<file path="src/rtl/decoder_scan_n.sv">
// rtl/decoder_scan_n.sv - registered N-to-2**N one-hot decoder with a prescaled walking-one scan mode.
// Optional macro DECODER_TRISTATE_EN: y floats while the registered enable is low.
module decoder_scan_n #(
  parameter int N        = 3,
  parameter int SCAN_DIV = 4
) (
  input  logic              clk,
  input  logic              rst,
  input  logic              e,
  input  logic              mode,
  input  logic [N-1:0]      i,
  input  logic              ld,
  output logic [2**N-1:0]   y,
  output logic [N-1:0]      idx,
  output logic              wrap
);

  localparam int W  = 2**N;
  localparam int CW = (SCAN_DIV > 1) ? $clog2(SCAN_DIV) : 1;
  localparam logic [CW-1:0] CNT_LAST = CW'(SCAN_DIV - 1);

  logic [W-1:0]  y_q, y_d;
  logic [N-1:0]  idx_q, idx_d;
  logic [CW-1:0] cnt_q, cnt_d;
  logic          wrap_q, wrap_d;

  function automatic logic [W-1:0] onehot(input logic [N-1:0] k);
    onehot    = '0;
    onehot[k] = 1'b1;
  endfunction

  always_comb begin
    idx_d  = idx_q;
    cnt_d  = cnt_q;
    y_d    = '0;
    wrap_d = 1'b0;
    if (e) begin
      // A load (direct mode or ld) wins over a terminal count: no step, no wrap.
      if (!mode || ld) begin
        idx_d = i;
        cnt_d = '0;
      end else if (cnt_q == CNT_LAST) begin
        cnt_d  = '0;
        idx_d  = idx_q + 1'b1;
        wrap_d = (idx_q == {N{1'b1}});
      end else begin
        cnt_d = cnt_q + 1'b1;
      end
      y_d = onehot(idx_d);
    end
  end

  always_ff @(posedge clk) begin
    if (rst) begin
      y_q    <= '0;
      idx_q  <= '0;
      cnt_q  <= '0;
      wrap_q <= 1'b0;
    end else begin
      y_q    <= y_d;
      idx_q  <= idx_d;
      cnt_q  <= cnt_d;
      wrap_q <= wrap_d;
    end
  end

  assign idx  = idx_q;
  assign wrap = wrap_q;

`ifdef DECODER_TRISTATE_EN
  logic en_q, en_d;

  always_comb begin
    en_d = e;
  end

  always_ff @(posedge clk) begin
    if (rst) begin
      en_q <= 1'b0;
    end else begin
      en_q <= en_d;
    end
  end

  assign y = en_q ? y_q : {W{1'bz}};
`else
  assign y = y_q;
`endif

endmodule

</file>
<file path="config.mk">
export PLATFORM = sky130hd
export DESIGN_NAME = decoder_scan_n
export DESIGN_NICKNAME = d
export VERILOG_FILES = /design/src/rtl/decoder_scan_n.sv
export SDC_FILE = /design/constraint.sdc
export NUM_CORES = 1
export LEC_CHECK = 0
export BUFFER_PORTS_ARGS = -buffer_cell sky130_fd_sc_hd__buf_2
export CORE_AREA = 2 2 39 41
export DETAILED_ROUTE_END_ITERATION = 12
export DIE_AREA = 0 0 41 43
export HOLD_SLACK_MARGIN = 0.06
export PLACE_DENSITY = 0.69
export REMOVE_ABC_BUFFERS = 1
export SETUP_SLACK_MARGIN = 0.3
export SYNTH_ARGS = -nofsm -noshare
export SYNTH_HDL_FRONTEND = slang
export SYNTH_SLANG_ARGS = --single-unit
</file>
<file path="constraint.sdc">
create_clock -name clk -period 4.5 [get_ports clk]
set_input_delay 0.45 -clock clk [delete_from_list [all_inputs] [get_ports clk]]
set_output_delay 0.45 -clock clk [all_outputs]
set_load 0.005 [all_outputs]
</file>
==> metrics <==
Int Pwr=190 uW; Final min period=1.71 ns; crit-path cells=ha_1 -> ha_1 -> mux2_2 -> mux2_2 -> mux2i_1 -> nor2_1; hold depth=2; nets=89; Worst R2R End=idx[2]; Slew headroom=61.7%; Crit path arrival time=1.89 ns; CTS tree=yes; Die Ht=43 um; PD cells=342 nW/um^2; GRT Total Usage=14.7%; CTS clk-pin slew, worst paths=0.09 ns; antenna viol nets, final=0; CTS H-tree depth=1; final number of hold-violating endpoints=0; most numerous cell in the Yosys netlist=dfxtp_1; top post-synthesis cells by area=dfxtp_1 48%, nor2_1 7.1%, mux2i_1 6.9%; Post-synth EDFFs=0; logic gate share of total power=11.1%; IO Pins=20; post-synth cell types=20; P_sw=55.0 uW; VDD IR max=0.168 mV; clock share of power=35.9%; port bufs=19; layout cell share with drive strength beyond 1=40.3%; crit path max fanout=4; Core Footprint=1380 um^2; wire length per cell=10.7 um; Post-Syn Area=582 um^2; LEAKAGE=0.000365 uW; Worst Hold Path EP=cnt_q[0]; min-delay src=rst; Syn. warnings=0; Final Power=245 uW; Worst Hold Class=input pin to flip-flop; Peak Freq=0.584 GHz; fillcell total=135; slowest cell delay on critical path=0.36 ns; synth cell count leaders=14 x dfxtp_1, 11 x nor2_1, 4 x mux2i_1, 4 x nand2_1; Yosys top cell by area=dfxtp_1; #FFs+latches synth=14; first-pass GRT wire length=1.77 mm; RSZ-0062 raised after global routing=false; status=complete, no violations; setup TNS=0 ns; final-report max-slew violation count=0; initial core utilization=42.0%; CTS sink cnt=14; critical path endpoint category=flip-flop; Area growth syn-to-layout=23.2%; post-cts repair resize count=0; vias in the first global route=434; Syn Area/Cell=10.4 um^2; CTS buffer count=3; CP Class=flip-flop to flip-flop; Synth Instances=56; skew final=0.00428 ns; sequential area share after synthesis=48.2%; Data required, critical path=4.67 ns; Startpoint Class=flip-flop; Congestion Overflow GR=0; worst reg2reg path depth=6; Post-synth ARST share=0%; FP Rows=14; Via Count=433; Pre-antenna DRT Iters=2; vias per std cell=4.66; Slowest cell on crit path=dfxtp_1; Starting DRT DRC Count=2; final worst path period share=38.1%; top_reg_cell synth=dfxtp_1; routed wire length=998 um; DRC=0; worst-skew pair later-pin latency=0.27 ns; share of the synthesized area in the top cell type=48.2%; Final setup viols=0; placer congestion estimate=0.780; R2R Setup Slk=2.79 ns; HPWL after detailed placement=797 um; postcts setup bufs=0; largest net degree at the start of global routing=9; CTS Buffer Depth=2; Hold Buf Count CTS=0; die footprint=1760 um^2; Die W=41 um; Tightest Pin Transition=0.574 ns; clock root cell=clkbuf_4; sequential share of power=53.0%; initial antenna violation count=0; Max Cap Viol=0; Sw Share=22.4%; r2r startpoint=idx[0]; Diodes inserted=0
[logic make-up (layout without fill, tap and decap cells)]
kind of cell / Yosys count / in the layout / synth area share [%]
simple gates: 24 / 24 / 21.5
flops: 14 / 14 / 48.2
mux: 9 / 9 / 17.2
fa+ha+maj: 3 / 3 / 6.45
buf+inv: 3 / 24 / 3.44
compound gates: 2 / 2 / 1.72
xor+xnor: 1 / 1 / 1.51
[registers in the layout, indices dropped and copies added, names as in the netlist]
name   count
wrap       1
idx        3
y          8
cnt_q      2
[power groups by stage]
stage / Combinational [uW] / Clock [uW] / Sequential (uW)
final: 27.2 / 88.0 / 130
after global routing: 30.7 / 96.0 / 131
after CTS: 27.5 / 91.1 / 130
after detailed placement: 27.4 / 0 / 133
after global placement: 26.7 / 0 / 133
after floorplan: 16.6 / 0 / 133
[cell type report]
class	count	area, um^2	share of cell area (%)
Clock buffer	4	36.3	5.06
Sequential cell	14	280	39.1
Tap cell	16	20.0	2.79
Inverter	1	3.75	0.524
Multi-Input combinational cell	39	282	39.3
Timing Repair Buffer	19	95.1	13.3
[worst max-delay path: cells and delay by family (launching register included)]
kind / cells / cell delay (ns)
AND/OR/NAND/NOR: 1 / 0.05
multiplexers: 3 / 0.71
adder cells (fa/ha/maj): 2 / 0.49
flip-flops: 1 / 0.36
[placed cells by master, fill, tap and decap left out]
cell and count:
a21oi_1 2, and4_2 1, buf_2 19, clkbuf_4 3, clkbuf_8 1, dfxtp_1 14
ha_1 3, inv_1 1, mux2_1 1, mux2_2 3, mux2_4 1, mux2i_1 4
nand2_1 4, nand2b_1 2, nand2b_4 1, nand3_1 1, nor2_1 11, nor2_2 2
nor2b_1 1, nor4b_1 1, xor2_1 1
[metal layers]
layer | vias to the layer above | track usage, % | routed length (um)
met5 | - | 0 | 0
met4 | 0 | 6.00 | 0
met3 | 0 | 4.71 | 67
met2 | 15 | 21.9 | 464
met1 | 190 | 19.0 | 466
li1 | 228 | - | -
[through the flow]
step / area [um^2] / instances / hold slack, ns / setup slack [ns] / utilization (%)
3_3_place_gp: 681 / 89 / 0.462 / 2.76 / 49.2
6_report: 717 / 93 / 0.414 / 2.79 / 51.8
2_1_floorplan: 566 / 54 / 0.437 / 2.90 / -
5_1_grt: 717 / 93 / 0.428 / 2.68 / 51.8
3_5_place_dp: 681 / 89 / 0.467 / 2.69 / 49.2
4_1_cts: 717 / 93 / 0.403 / 2.80 / 51.8
[worst max-delay path by stage]
| stage | cells past startpoint | startpoint | to |
|---|---|---|---|
| finish | 6 | idx[0] | idx[2] |
| detailed placement | 5 | ld | y[2] |
| global route | 6 | idx[0] | idx[2] |
| CTS | 6 | idx[0] | idx[2] |
| floorplan | 6 | idx[0] | idx[2] |
| global placement | 5 | ld | y[4] |
No activity file was read; power rests on OpenSTA's default activity.
